## config.mk

```make
export PLATFORM = sky130hd
export DESIGN_NAME = instr_fetch_unit
export DESIGN_NICKNAME = d
export VERILOG_FILES = /design/src/rtl/instr_fetch_unit_pkg.sv /design/src/rtl/instr_fetch_unit_pc_update.sv /design/src/rtl/instr_fetch_unit.sv
export SDC_FILE = /design/constraint.sdc
export NUM_CORES = 1
export LEC_CHECK = 0
export ABC_CLOCK_PERIOD_IN_PS = 4470
export CORE_MARGIN = 2
export CORE_UTILIZATION = 25
export DETAILED_ROUTE_END_ITERATION = 8
export PLACE_DENSITY = 0.56
export SETUP_SLACK_MARGIN = 0.5
export SLEW_MARGIN = 40
export SYNTH_ARGS = -nofsm -noshare
export SYNTH_HDL_FRONTEND = slang
export SYNTH_SLANG_ARGS = --single-unit
```

## constraint.sdc

```tcl
create_clock -name clock -period 4.47 [get_ports clock]
set_clock_uncertainty 0.2 [all_clocks]
set_input_delay 1.341 -clock clock [delete_from_list [all_inputs] [get_ports clock]]
set_output_delay 1.341 -clock clock [all_outputs]
set_load 0.02 [all_outputs]
```

## src/rtl/instr_fetch_unit_pkg.sv

```systemverilog
// Shared definitions for the fetch unit and control unit: control-word field
// positions, PC-select encodings and fetch FSM states.
package instr_fetch_unit_pkg;

  localparam int CW_W     = 34;
  localparam int CW_NS_HI = 33;
  localparam int CW_NS_LO = 32;
  localparam int CW_AS    = 31;
  localparam int CW_DS_HI = 30;
  localparam int CW_DS_LO = 29;
  localparam int CW_PS_HI = 28;
  localparam int CW_PS_LO = 27;
  localparam int CW_PCSEL = 26;
  localparam int CW_KSEL  = 25;
  localparam int CW_IL    = 24;
  localparam int CW_SL    = 23;
  localparam int CW_FS_HI = 22;
  localparam int CW_FS_LO = 18;
  localparam int CW_C0    = 17;
  localparam int CW_MW    = 16;
  localparam int CW_RW    = 15;
  localparam int CW_DA_HI = 14;
  localparam int CW_DA_LO = 10;
  localparam int CW_SA_HI = 9;
  localparam int CW_SA_LO = 5;
  localparam int CW_SB_HI = 4;
  localparam int CW_SB_LO = 0;

  typedef logic [1:0] ps_t;
  localparam ps_t PS_HOLD = 2'b00;
  localparam ps_t PS_INC4 = 2'b01;
  localparam ps_t PS_REL  = 2'b10;
  localparam ps_t PS_REG  = 2'b11;

  typedef logic [1:0] ifu_state_t;
  localparam ifu_state_t ST_IDLE  = 2'd0;
  localparam ifu_state_t ST_FETCH = 2'd1;
  localparam ifu_state_t ST_ERR   = 2'd2;

endpackage

```

## src/rtl/instr_fetch_unit_pc_update.sv

```systemverilog
// Next-PC selection: hold, +4, word-scaled relative branch, or register jump.
// All arithmetic wraps modulo 2^64.
module instr_fetch_unit_pc_update
  import instr_fetch_unit_pkg::*;
(
  input  logic [63:0] pc,
  input  ps_t         ps,
  input  logic [63:0] k,
  input  logic [63:0] data_bus,
  output logic [63:0] pc_next,
  output logic [63:0] pc_plus4
);

  // k arrives sign-extended; its top two bits fall off the word scaling
  logic unused_k;
  assign unused_k = ^k[63:62];

  assign pc_plus4 = pc + 64'd4;

  always_comb begin
    pc_next = pc;
    case (ps)
      PS_INC4: pc_next = pc_plus4;
      PS_REL:  pc_next = pc + {k[61:0], 2'b00};
      PS_REG:  pc_next = data_bus;
      default: pc_next = pc;
    endcase
  end

endmodule

```

## src/rtl/instr_fetch_unit.sv

```systemverilog
// Instruction fetch unit: PC register, single-outstanding IR fetch with a wait
// budget, and the VCNZ status register. IFU_MISALIGN_TRAP_EN traps misaligned fetches.
module instr_fetch_unit
  import instr_fetch_unit_pkg::*;
#(
  parameter logic [63:0] RESET_PC      = 64'h0,
  parameter int          FETCH_TIMEOUT = 8
) (
  input  logic        clock,
  input  logic        reset,
  input  logic [33:0] cw,
  input  logic [63:0] k,
  input  logic [63:0] data_bus,
  input  logic [3:0]  alu_flags,
  output logic        imem_req,
  output logic [63:0] imem_addr,
  input  logic [31:0] imem_rdata,
  input  logic        imem_valid,
  output logic [31:0] instruction,
  output logic [3:0]  status,
  output logic [63:0] pc,
  output logic [63:0] pc_plus4,
  output logic        stall,
  output logic        fetch_err
);

  localparam int            TW       = $clog2(FETCH_TIMEOUT + 1);
  localparam logic [TW-1:0] TMO_LAST = TW'(FETCH_TIMEOUT - 1);

  ifu_state_t    state_q, state_d;
  logic [63:0]   pc_q, pc_d, addr_q, addr_d, pc_next;
  logic [31:0]   ir_q, ir_d;
  logic [3:0]    status_q, status_d;
  logic [TW-1:0] tmo_q, tmo_d;
  logic          il, sl, misalign;
  ps_t           ps;

  assign ps = cw[CW_PS_HI:CW_PS_LO];
  assign il = cw[CW_IL];
  assign sl = cw[CW_SL];

  // fields consumed by the datapath, not by fetch
  logic unused_cw;
  assign unused_cw = ^{cw[CW_NS_HI:CW_AS], cw[CW_DS_HI:CW_DS_LO],
                       cw[CW_PCSEL:CW_KSEL], cw[CW_FS_HI:CW_SB_LO]};

`ifdef IFU_MISALIGN_TRAP_EN
  assign misalign = |pc_q[1:0];
`else
  assign misalign = 1'b0;
`endif

  instr_fetch_unit_pc_update u_pc_update (
    .pc       (pc_q),
    .ps       (ps),
    .k        (k),
    .data_bus (data_bus),
    .pc_next  (pc_next),
    .pc_plus4 (pc_plus4)
  );

  assign stall     = (state_q != ST_IDLE);
  assign imem_req  = (state_q == ST_FETCH);
  assign fetch_err = (state_q == ST_ERR);
  assign imem_addr = addr_q;

  always_comb begin
    state_d = state_q;
    addr_d  = addr_q;
    tmo_d   = tmo_q;
    ir_d    = ir_q;
    case (state_q)
      ST_IDLE: begin
        if (il) begin
          if (misalign) begin
            state_d = ST_ERR;
          end else begin
            // fetch address is the pre-update PC, word aligned
            state_d = ST_FETCH;
            addr_d  = {pc_q[63:2], 2'b00};
            tmo_d   = '0;
          end
        end
      end
      ST_FETCH: begin
        if (imem_valid) begin
          ir_d    = imem_rdata;
          state_d = ST_IDLE;
        end else if (tmo_q == TMO_LAST) begin
          state_d = ST_ERR;
        end else begin
          tmo_d = tmo_q + TW'(1);
        end
      end
      default: state_d = ST_ERR;
    endcase
    pc_d     = stall ? pc_q : pc_next;
    status_d = sl ? alu_flags : status_q;
  end

  always_ff @(posedge clock or negedge reset) begin
    if (!reset) begin
      state_q  <= ST_IDLE;
      pc_q     <= RESET_PC;
      addr_q   <= '0;
      ir_q     <= '0;
      status_q <= '0;
      tmo_q    <= '0;
    end else begin
      state_q  <= state_d;
      pc_q     <= pc_d;
      addr_q   <= addr_d;
      ir_q     <= ir_d;
      status_q <= status_d;
      tmo_q    <= tmo_d;
    end
  end

  assign pc          = pc_q;
  assign instruction = ir_q;
  assign status      = status_q;

endmodule

```

==> impl_metrics.yaml <==
status:
  outcome: "complete, no violations"
timing:
  fin_ws_ns: 0.129
  tightest_slew_ns: 0.736
  maxSlewHeadroom_pct: 51.0
  finalHoldViolations: 0
  rsz0062_at_grt: "yes"
  fin_crit_sh_pct: 97.1
  fmaxAchievable_ghz: 0.230
  finalMaxSlewViolations: 0
  setup-violations-final: 0
  fin_crit_ns: 4.34
die:
  core_area_mm2: 0.0488
  dieHeight_um: 226
  die-area_mm2: 0.0512
  placementRows: 81
  ios: 432
  die_w_um: 226
  start_util_pct: 25.3
critical_path:
  reg2reg_slack_ns: 0.75
  crit_arrival_ns: 2.80
  end_kind: "output port"
  required_ns: 2.93
  critical-path-max-stage-delay_ns: 0.37
  critPathMostFrequentCell: "and3_4"
  crit_chain: "and4_4 -> nand4_4 -> nor4_4 -> buf_4 -> and3_4 -> and3_4 -> buf_12 -> nand4_1 -> xnor2_2 -> buf_6"
  worstRegToRegCells: 16
  regToRegStartpoint: "pc[2]"
  critPathLaunch: "pc[8]"
  crit_fanout: 5
  timing.rr.end: "pc[56]"
  cp-start-kind: "flop"
  crit_path_end: "pc_plus4[63]"
  crit_type: "flop to output port"
  cp_slowest_cell: "dfrtp_2"
place:
  dpl.cell_count: 2715
  io_buffers: 397
  place_ws_ns: -0.523
  place_congestion: 0.892
  place_area_mm2: 0.0188
  dp.final_hpwl_um: 44600
routing:
  drc: 0
  ant_nets: 0
  vias: 14000
  drt_pass1_iterations: 7
  finalWirelength_um: 59000
  viasPerCell: 5.04
  wl_per_cell_um: 21.2
  drt_iter0_markers: 914
pwr:
  p_clk_share_pct: 11.5
  p_switching_mw: 6.52
  pwr-share-seq_pct: 18.3
  power.internal_mw: 7.47
  max-vdd-ir-drop_v: 0.000306
  leakagePower_nw: 8.98
  power_density_mw_per_mm2: 680
  power.share.combinational_pct: 70.2
  switching_share_pct: 46.6
  power_mw: 14.0
worst_hold_path:
  hold_path.startpoint: "imem_addr[40]"
  hold_path_class: "flop to flop"
synth:
  yosysWarnings: 0
  syn-cell-area_mm2: 0.0124
  ys_ff_latch: 168
  ys.flop_type: "dfrtp_1"
  yosys.cell_types.count: 69
  async_reset_ff_share_pct: 100
  ys_seq_area_share_pct: 34.0
  synth_area_per_cell_um2: 8.21
  netlist_instances: 1505
  synth_edf_count: 0
cts:
  insertion_delay_ns: 0.49
  cts_buffer_depth: 2
  cts_made_buffers: 17
  cts_tree: "done"
  ctsRootBufferMaster: "clkbuf_16"
  htreeDepth: 4
  cts.clk_slew.worst_paths_ns: 0.08
  cts.sinks: 168
flow_run:
  max_cap_violations: 0
global_routing:
  grt_max_degree: 77
  grt_use_total_pct: 22.6
  grt_pass1_vias: 13900
  grt_pass1_wl_um: 86700
  antenna_found_initial: 1
  overflow: 0
layout:
  layout.cells.non_filler: 2780
  finalInstanceArea_mm2: 0.0206
  final_layout_size_suffix_gt1_share_pct: 27.0
  nets: 2368
  utilization_pct: 42.1
  diodes: 0
  area_delta_synth_final_pct: 66.5
[layer usage]
layer / vias to the layer above / track usage [%] / share of wire [%] / routed length, µm
li1: 6532 / - / - / -
met4: 2 / 7.05 / 2.4 / 1430
met1: 6875 / 30.8 / 45 / 26800
met2: 515 / 36.5 / 46 / 27000
met5: - / 0 / 0.022 / 13
met3: 75 / 3.62 / 6.3 / 3700
[state kept, by name, summed over array words and instances, names as in the netlist]
| name | cells |
|---|---|
| tmo_q | 4 |
| instruction | 32 |
| pc | 64 |
| state_q | 2 |
| status | 4 |
| imem_addr | 62 |
[cell families after synthesis]
family,synth area share (%)
adders and majority gates,6.54
other,0.0304
AOI/OAI and AO/OA,20.8
DFF,34.0
buffers and inverters,3.79
and+or+nand+nor,20.6
muxes,5.80
xor gates and xnor gates,8.44
[critical path, delay by kind of cell (launching register included)]
kind / cells / cell delay [ns]
buffers and inverters: 3 / 0.48
flip-flops: 1 / 0.37
XOR/XNOR: 1 / 0.25
AND/OR/NAND/NOR: 6 / 1.21
[worst min path at each step]
| stage | endpoint | slack [ns] | depth (start not counted) |
|---|---|---|---|
| after floorplan | state_q[1] | 0.27 | 1 |
| after global placement | imem_addr[26] | 0.26 | 2 |
| after detailed placement | imem_addr[8] | 0.26 | 2 |
| after CTS | imem_addr[8] | 0.28 | 2 |
| after global routing | imem_addr[4] | 0.30 | 2 |
| final | imem_addr[40] | 0.27 | 2 |
[power groups by stage]
stage	clock network, mW	registers (mW)	logic [mW]
after detailed placement	0	2.57	9.14
after floorplan	0	3.44	3.93
final	1.61	2.55	9.82
after global routing	1.71	2.64	10.5
after CTS	1.65	2.55	9.48
after global placement	0	2.55	9.10
[repair_timing]
action                                  in CTS  in global routing
buffers inserted                            22                 11
endpoints found under the setup margin      83                 74
hold buffers                                 0                  0
hold endpoints to repair                     0                  0
pin swaps                                   56                 38
resized for setup                          312                 85
[metrics by stage]
| stage | setup TNS, ns | hold WS (ns) |
|---|---|---|
| finish | 0 | 0.274 |
| global route | -0.0388 | 0.297 |
| CTS | 0 | 0.278 |
| detailed placement | -10.43 | 0.262 |
| global placement | -9.60 | 0.259 |
| floorplan | 0 | 0.271 |
[cell type report]
type | instances | area, µm²
fillers | 4903 | 28300
multi-input cells | 1225 | 8800
repair buffers | 669 | 6040
flip-flops and latches | 168 | 4210
well taps | 664 | 831
clock buffers | 17 | 425
clock inverters | 15 | 183
inverters | 22 | 82.6
[synth_stat cells (7+ instances only)]
cell	count	area (µm²)
nand2_1	312	1170
dfrtp_1	168	4200
a21oi_1	136	681
nor2_1	87	327
o21ai_0	83	415
xnor2_1	69	604
clkbuf_1	66	248
ha_1	63	788
mux2_2	53	597
xor2_1	50	438
nand3_1	40	200
a21o_1	38	285
nand4_1	26	163
o22ai_1	26	163
and3_1	25	156
inv_1	21	78.8
nor3_1	20	100
a31oi_1	15	93.8
o211ai_1	15	113
nor2b_1	13	81.3
mux2i_1	12	120
o21a_1	12	90.1
a22oi_1	10	75.1
buf_1	9	33.8
and2_1	8	50.1
buf_2	8	40.0
o21bai_1	8	60.1
o221ai_1	8	70.1
buf_4	7	52.6
[placed cells by master (no fill, tap or decap), types with 21 or more instances in the layout]
cell             count
clkdlybuf4s50_1    328
nand2_1            306
buf_4              283
dfrtp_1            162
a21oi_1            113
nor2_1              74
o21ai_0             68
mux2_2              53
xnor2_1             50
ha_1                46
xor2_1              41
a21o_1              37
nand3_1             31
nand4_1             26
o22ai_1             26
inv_1               21
buf_6               21
Power figures use the tool's default switching activity.
